### src/rtl/mem_access_ctrl.sv
// mem_access_ctrl: bridges a 32-bit pipeline MEM-stage access onto a byte-wide handshaked memory port
//   Parameters: BASE_ADDR      - byte offset removed from the word-aligned pipeline address
//               TIMEOUT_CYCLES - per-byte ack wait limit (MEM_TIMEOUT_EN builds only)
//   Pipeline:   MEM_W_EN, MEM_R_EN, ALU_res (byte address), Val_Rm (write word) in;
//               MEM_out (last read word), ready (1 = advance, 0 = freeze), err (timeout flag) out
//   Memory:     mem_req, mem_we, mem_addr, mem_wdata out; mem_rdata, mem_ack in
//   Option:     define MEM_TIMEOUT_EN to abort an access whose byte is not acked in time
module mem_access_ctrl #(
    parameter logic [31:0] BASE_ADDR      = 32'd1024,
    parameter logic [7:0]  TIMEOUT_CYCLES = 8'd255
) (
    input  logic        clk,
    input  logic        rst,
    input  logic        MEM_W_EN,
    input  logic        MEM_R_EN,
    input  logic [31:0] ALU_res,
    input  logic [31:0] Val_Rm,
    output logic [31:0] MEM_out,
    output logic        ready,
    output logic        err,
    output logic        mem_req,
    output logic        mem_we,
    output logic [31:0] mem_addr,
    output logic [7:0]  mem_wdata,
    input  logic [7:0]  mem_rdata,
    input  logic        mem_ack
);
    typedef enum logic [1:0] {IDLE, ACCESS, DONE} state_t;
    state_t      state;
    logic [31:0] base;
    logic [31:0] wword;
    logic [31:0] rbuf;
    logic        we;
    logic [1:0]  idx;
    logic        req_in;
    assign req_in    = MEM_W_EN | MEM_R_EN;
    assign ready     = (state == IDLE && !req_in) || state == DONE;
    assign mem_req   = state == ACCESS;
    assign mem_we    = we;
    assign mem_addr  = {base[31:2], idx};
    assign mem_wdata = wword[{idx, 3'b000} +: 8];
`ifdef MEM_TIMEOUT_EN
    logic [7:0] tcnt;
`else
    assign err = 1'b0;
`endif
    always_ff @(posedge clk) begin
        if (rst) begin
            state   <= IDLE;
            idx     <= 2'd0;
            rbuf    <= 32'd0;
            MEM_out <= 32'd0;
            base    <= 32'd0;
            wword   <= 32'd0;
            we      <= 1'b0;
`ifdef MEM_TIMEOUT_EN
            tcnt    <= 8'd0;
            err     <= 1'b0;
`endif
        end else begin
            case (state)
                IDLE: if (req_in) begin
                    base  <= {ALU_res[31:2], 2'b00} - BASE_ADDR;
                    wword <= Val_Rm;
                    // a simultaneous read request is dropped: write wins
                    we    <= MEM_W_EN;
                    idx   <= 2'd0;
`ifdef MEM_TIMEOUT_EN
                    tcnt  <= 8'd0;
`endif
                    state <= ACCESS;
                end
                ACCESS: if (mem_ack) begin
                    if (!we) rbuf[{idx, 3'b000} +: 8] <= mem_rdata;
                    idx <= idx + 2'd1;
`ifdef MEM_TIMEOUT_EN
                    tcnt <= 8'd0;
`endif
                    if (idx == 2'd3) begin
                        state <= DONE;
                        // publish the word as the last byte lands so DONE already shows it
                        if (!we) MEM_out <= {mem_rdata, rbuf[23:0]};
                    end
                end
`ifdef MEM_TIMEOUT_EN
                else if (tcnt == TIMEOUT_CYCLES - 8'd1) begin
                    state <= DONE;
                    err   <= 1'b1;
                end else begin
                    tcnt <= tcnt + 8'd1;
                end
`endif
                DONE: state <= IDLE;
                default: state <= IDLE;
            endcase
        end
    end
endmodule

### config.mk
export PLATFORM = sky130hd
export DESIGN_NAME = mem_access_ctrl
export DESIGN_NICKNAME = d
export VERILOG_FILES = /design/src/rtl/mem_access_ctrl.sv
export SDC_FILE = /design/constraint.sdc
export NUM_CORES = 1
export LEC_CHECK = 0
export CAP_MARGIN = 20
export CORE_ASPECT_RATIO = 1.4
export CORE_UTILIZATION = 50
export CTS_BUF_LIST = sky130_fd_sc_hd__clkbuf_16
export DETAILED_ROUTE_END_ITERATION = 8
export GPL_TIMING_DRIVEN = 1
export HOLD_SLACK_MARGIN = 0.03
export PLACE_DENSITY = 0.85
export SETUP_SLACK_MARGIN = 0.3
export SLEW_MARGIN = 5
export SYNTH_ARGS = -nofsm -noshare
export SYNTH_HDL_FRONTEND = slang
export SYNTH_SLANG_ARGS = --single-unit
### constraint.sdc
create_clock -name clk -period 4.9 [get_ports clk]
set_input_delay 0.735 -clock clk [delete_from_list [all_inputs] [get_ports clk]]
set_output_delay 0.735 -clock clk [all_outputs]
set_load 0.05 [all_outputs]
Yosys cells after proc, flatten, opt, wreduce, memory -nomap -nowiden
Cells that the tools add are included.
{"block": "totals", "register_bits": 133, "latch_bits": 0, "ram_bits": 0, "rom_bits": 0, "input_bits": 77, "output_inout_bits": 76, "elab_cells": 39, "mem_count": 0}
{"block": "op_classes", "n_addsub": 3, "multipliers": 0, "div_mod_pow": 0, "n_lt_le_gt_ge": 0, "eq_ne": 6, "n_shift": 3, "n_mux": 8, "n_bitwise": 2, "n_reduce_logical": 10}
{"op": "$bwmux 32", "count": 1}
{"op": "$shift 8x7->32 const A", "count": 1}
{"op": "$shiftx 32x6->8", "count": 1}
{"op": "$shiftx 8x7->32", "count": 1}
{"op": "$sub 32x11->32 const B", "count": 1}
{"op": "$mux 2", "count": 5}
{"op": "$reduce_and 3->1", "count": 3}
{"op": "$pmux 2 s2", "count": 2}
{"op": "$neg 5->7", "count": 1}
{"op": "$eq 2x2->1 const B", "count": 2}
{"op": "$ne 2x1->1 const B", "count": 2}
{"op": "$reduce_and 4->1", "count": 1}
{"op": "$add 2x1->2 const B", "count": 1}
{"op": "$eq 2x1->1 const B", "count": 1}
{"op": "$logic_not 2->1", "count": 1}
{"op": "$ne 2x2->1 const B", "count": 1}
{"op": "$reduce_and 2->1", "count": 1}
{"op": "$reduce_bool 2->1", "count": 1}
{"op": "$logic_and 1x1->1", "count": 1}
{"op": "$logic_not 1->1", "count": 1}
{"op": "$logic_or 1x1->1", "count": 1}
{"op": "$not 1->1", "count": 1}
{"op": "$or 1x1->1", "count": 1}

Logic depth before layout (Yosys ltp)
{"block": "logic_depth", "word_depth": 4, "ltp_mapped": 8, "ltp_nobuf": 6}

Worst setup path before layout
No wires, ideal clock.
{"block": "synth_timing", "path_kind": "input to register", "start": "input ALU_res[10]", "end": "register base[28]", "t_arrival_ns": 2.650, "required_ns": 4.809, "slack_ns": 2.159, "cell_stages": 8, "n_path_buf": 2, "cell_sequence": "inv_1 > ha_1 > or3b_2 > clkbuf_1 > or2_2 > clkbuf_1 > or4_1 > a311oi_1"}
{"block": "synth_between", "elab_chain_cells": 1}
{"item": "start: declaration", "line_no": "16", "source": "input logic [31:0] ALU_res,"}
{"item": "$sub 32x11->32", "line_no": "63", "source": "base <= {ALU_res[31:2], 2'b00} - BASE_ADDR;"}
{"item": "end signal: assignment", "line_no": "63"}
{"item": "end: declaration", "line_no": "30", "source": "logic [31:0] base;"}
No other way between the ends.
A chain may end at the register's enable or synchronous reset.

Final worst setup path
{"block": "layout_timing", "start": "register idx[1]", "end": "output mem_wdata[6]"}
{"block": "layout_between", "elab_chain_cells": 1}
{"item": "start: declaration", "line_no": "34", "source": "logic [1:0] idx;"}
{"item": "start signal: assignment", "line_no": "75", "source": "idx <= idx + 2'd1;"}
{"item": "$shiftx 32x6->8", "line_no": "41", "source": "assign mem_wdata = wword[{idx, 3'b000} +: 8];"}
{"item": "end: declaration", "line_no": "24", "source": "output logic [7:0] mem_wdata,"}
No other way between the ends.

==> impl_results.md <==
- Placed cells: between 800 and 900
- Status: finished, final reports clean
- RR Startpoint: idx[0]$_SDFFE_PP0P_
- Critical path fanouts, max: 13
- GRT overflow: 0
- Setup Buffers After CTS: 0
- Pwr Total: approximately 2700 µW
- Synth warnings: 0
- I/O Buffers: approximately 150
- Final #Nets: between 800 and 900
- Worst vdd ir: between 0.3 and 0.4 mV
- Chip Height: ~120 µm
- Required time of the critical path: about 4200 ps
- RSZ-0062 raised after global routing: no
- Max Cap Viol: 0
- Hold Worst Slack: ~450 ps
- Clk slew on worst S/H paths: 60 ps
- Switching portion of total power: 0.254
- Diode count: 0
- Total net switching power: around 700 µW
- HP Class: flip-flop to flip-flop
- Synthesized area per cell: roughly 8.2 µm²
- Routed vias/inst: 5.33
- Die ar.: ~10,000 µm²
- Final Hold Fails: 0
- Arr. time, crit path: 2510 ps
- Clock network power share: 0.464
- WHS Endpoint: MEM_out[5]$_SDFFE_PP0P_
- H-Tree Depth: 4
- Final Max Tran Viols: 0
- Worst Setup Start Kind: flip-flop
- Number of global-route vias before repair: approximately 4,500
- Finished Cell Area: ~7100 µm²
- Final std cells w/o fill: 874
- Worst-Skew Late Latency: slightly above 400 ps
- Chip width: ~86 µm
- Worst reg-to-reg path cell count: 5
- Max stage delay cell, worst path: dfxtp_1
- Total negative setup slack: 0 ps
- Slew @ Worst Pin: between 900 and 1000 ps
- Largest family of logic cells by synthesized area: simple AND/OR/NAND/NOR gates
- Wire length per cell: ~15 µm
- Placed Area: between 6000 and 7000 µm²
- Setup CP Type: flip-flop to primary output
- Metal-1 WL: approximately 4500 µm
- CTS tree: built
- Largest net degree at the start of global routing: around 120
- Slew headroom: 0.345
- Area growth syn-to-layout: 43.9%
- Sequential share of power: 0.393
- Simple-gate area share of the yosys netlist: 0.241
- Root Buffer: clkbuf_16
- Io pins: about 150
- Library cells used by synthesis: 34
- Flop2flop setup slack: ~2300 ps
- Layout cell share with drive strength beyond 1: 0.0701
- Fmax: between 300 and 400 MHz
- Iteration-0 DRC Markers: 240
- Comb pwr share: 0.143
- # fillers: between 700 and 800
- Hold-fix buffers, CTS: 0
- Via Count: approximately 4,700
- XOR/XNOR Fraction of Synth Area: 0.0142
- Cell Area, Synth: approximately 4900 µm²
- CP delay by family, top: flip-flops
- Leak: between 0.002 and 0.0025 µW
- Inserted Clock Buffers: 17
- Register area share after synthesis: 0.499
- Int Power: 2040 µW
- Mux share of post-synthesis cell area: 0.0365
- Hpwl dp: between 8000 and 9000 µm
- Crit path time final: roughly 3200 ps
- CP bufs+invs: 1
- Synth Area in Adders: 0.0152
- Post-synthesis cell count: roughly 600
- Met3 WL: approximately 900 µm
- Final wirelength: approximately 13,000 µm
- Ranking of synthesized cells by area: dfxtp_1, nand2_1, a21oi_1
- Biggest area consumer among synthesized cells: dfxtp_1
- Final setup violation count: 0
- Power per standard cell area: slightly below 400 nW/µm²
- Rows: 42
- Detailed Routing Iterations Pass 1: 5
- Initial antenna violation count: 0
- Routed Antenna Nets: 0
- CP cell instances: mux4_2 -> clkdlybuf4s50_1
- R2R Path End: rbuf[15]$_SDFFE_PP0P_
- Worst Skew: about 8.3 ps
- DRC violation count after routing: 0
- Longest Clk Path Bufs: 2
- Starting Density: 0.518
- CP endpoint kind: primary output
- Compound-gate portion of the synthesized area: 0.155
- Syn Nets: ~680
- #FFs+latches synth: approximately 120
- GR Util All Layers: 0.251
- Routability cong.: around 0.83
- CP peak stage delay: 770 ps
- First-pass GRT wire length: 20,100 µm
- Worst hold path cell count: 2
- Core area: ~9500 µm²
- Num Clock Sinks: 123
- Met2 routed WL: about 7000 µm
- Post-cts sizing count: 0
- Hold wc startpoint: rbuf[5]$_SDFFE_PP0P_
- Post-synth top area share: 0.499
- Final Cycle Share: 0.662
- Max Used Layer: met4
-- metal layers --
metal | global-route usage | vias up
met5 | 0 | -
met4 | 0.122 | 0
met3 | 0.0797 | 28
met2 | 0.453 | 172
met1 | 0.256 | 2150
li1 | - | 2310
-- worst register-to-register path: stages, from the launching register on --
cell,delay (ps)
dfxtp_1,720
inv_1,220
ha_1,400
nor3b_1,760
nand3_1,240
a21oi_1,180
-- stage by stage --
| stage | worst slack (ps) | utilization |
|---|---|---|
| floorplan | 2160 | - |
| global placement | 1500 | 0.677 |
| detailed placement | 1350 | 0.677 |
| CTS | 1590 | 0.741 |
| global route | 1540 | 0.746 |
| finish | 1660 | 0.746 |
-- registers in the layout, indices dropped and copies added (netlist names) --
| name | flops |
|---|---|
| rbuf | 24 |
| base | 30 |
| wword | 32 |
| mem_we | 1 |
| idx | 2 |
| state | 2 |
| MEM_out | 32 |
-- power by group through the flow --
stage	Clock (µW)	Sequential, µW	Combinational (µW)
detailed placement	0	1100	389
CTS	1290	1080	392
finish	1270	1080	393
global placement	0	1090	381
floorplan	0	1170	154
global route	1330	1080	419
-- kinds of logic after synthesis --
kind of cell    Yosys count
compound gates          135
xor+xnor                  8
fa+ha+maj                 6
buf+inv                  49
flops                   123
mux                       8
other cells               1
simple gates            271
-- worst max path at each step --
stage	start	to	slack, ps	cells after the start
floorplan	ALU_res[10]	base[28]$_SDFFE_PP0P_	2160	8
global placement	mem_ack	MEM_out[22]$_SDFFE_PP0P_	1500	5
detailed placement	mem_ack	MEM_out[24]$_SDFFE_PP0P_	1350	5
CTS	idx[1]$_SDFFE_PP0P_	mem_wdata[5]	1590	2
global route	idx[1]$_SDFFE_PP0P_	mem_wdata[5]	1540	2
finish	idx[1]$_SDFFE_PP0P_	mem_wdata[6]	1660	2
-- cells in the final DEF, fill, tap and decap left out, types with 2 or more instances in the layout --
master / synthesis / routed
nand2_1: 177 / 177
clkdlybuf4s50_1: 0 / 148
dfxtp_1: 123 / 123
a21oi_1: 100 / 100
nand3_1: 28 / 28
nor2_1: 25 / 25
clkbuf_16: 0 / 17
a311oi_1: 11 / 11
a211oi_1: 10 / 10
or4_1: 9 / 9
mux4_2: 8 / 8
or3_1: 7 / 7
o31ai_1: 7 / 7
xnor2_1: 6 / 6
ha_1: 6 / 6
o21ai_0: 5 / 5
inv_1: 4 / 5
nor3b_1: 4 / 4
clkinv_2: 0 / 4
bufinv_16: 0 / 4
buf_4: 1 / 4
or2_2: 3 / 3
or3_2: 3 / 3
and2_1: 3 / 3
clkinv_1: 0 / 3
or4_4: 2 / 2
nor4_1: 2 / 2
nor3_1: 3 / 2
xor2_1: 2 / 2
-- layout make-up --
cell class	instances	area, µm²	area share
flip-flops and latches	123	2460	0.347
clock buffers	17	425	0.0600
clock inverters	15	180	0.0254
well taps	132	165	0.0233
multi-input cells	429	2280	0.322
inverters	4	15.0	0.00212
repair buffers	154	1560	0.220
-- synthesized netlist by cell type --
master	n
nor4bb_1	1
nand3_1	28
buf_4	1
nand2_1	177
o21bai_1	1
mux4_2	8
nor3_1	3
nor3b_1	4
ha_1	6
a21oi_1	100
o31ai_1	7
or3_1	7
a311oi_1	11
buf_1	2
clkbuf_1	42
or3b_2	1
or4_4	2
nor2_1	25
a211oi_1	10
nor4_1	2
and2_0	1
or4_1	9
nor2b_1	1
o21ai_0	5
or3_2	3
or2_1	1
or2_2	3
dfxtp_1	123
conb_1	1
inv_1	4
xnor2_1	6
and2_1	3
xor2_1	2
a31oi_1	1
Power figures use the tool's default switching activity.
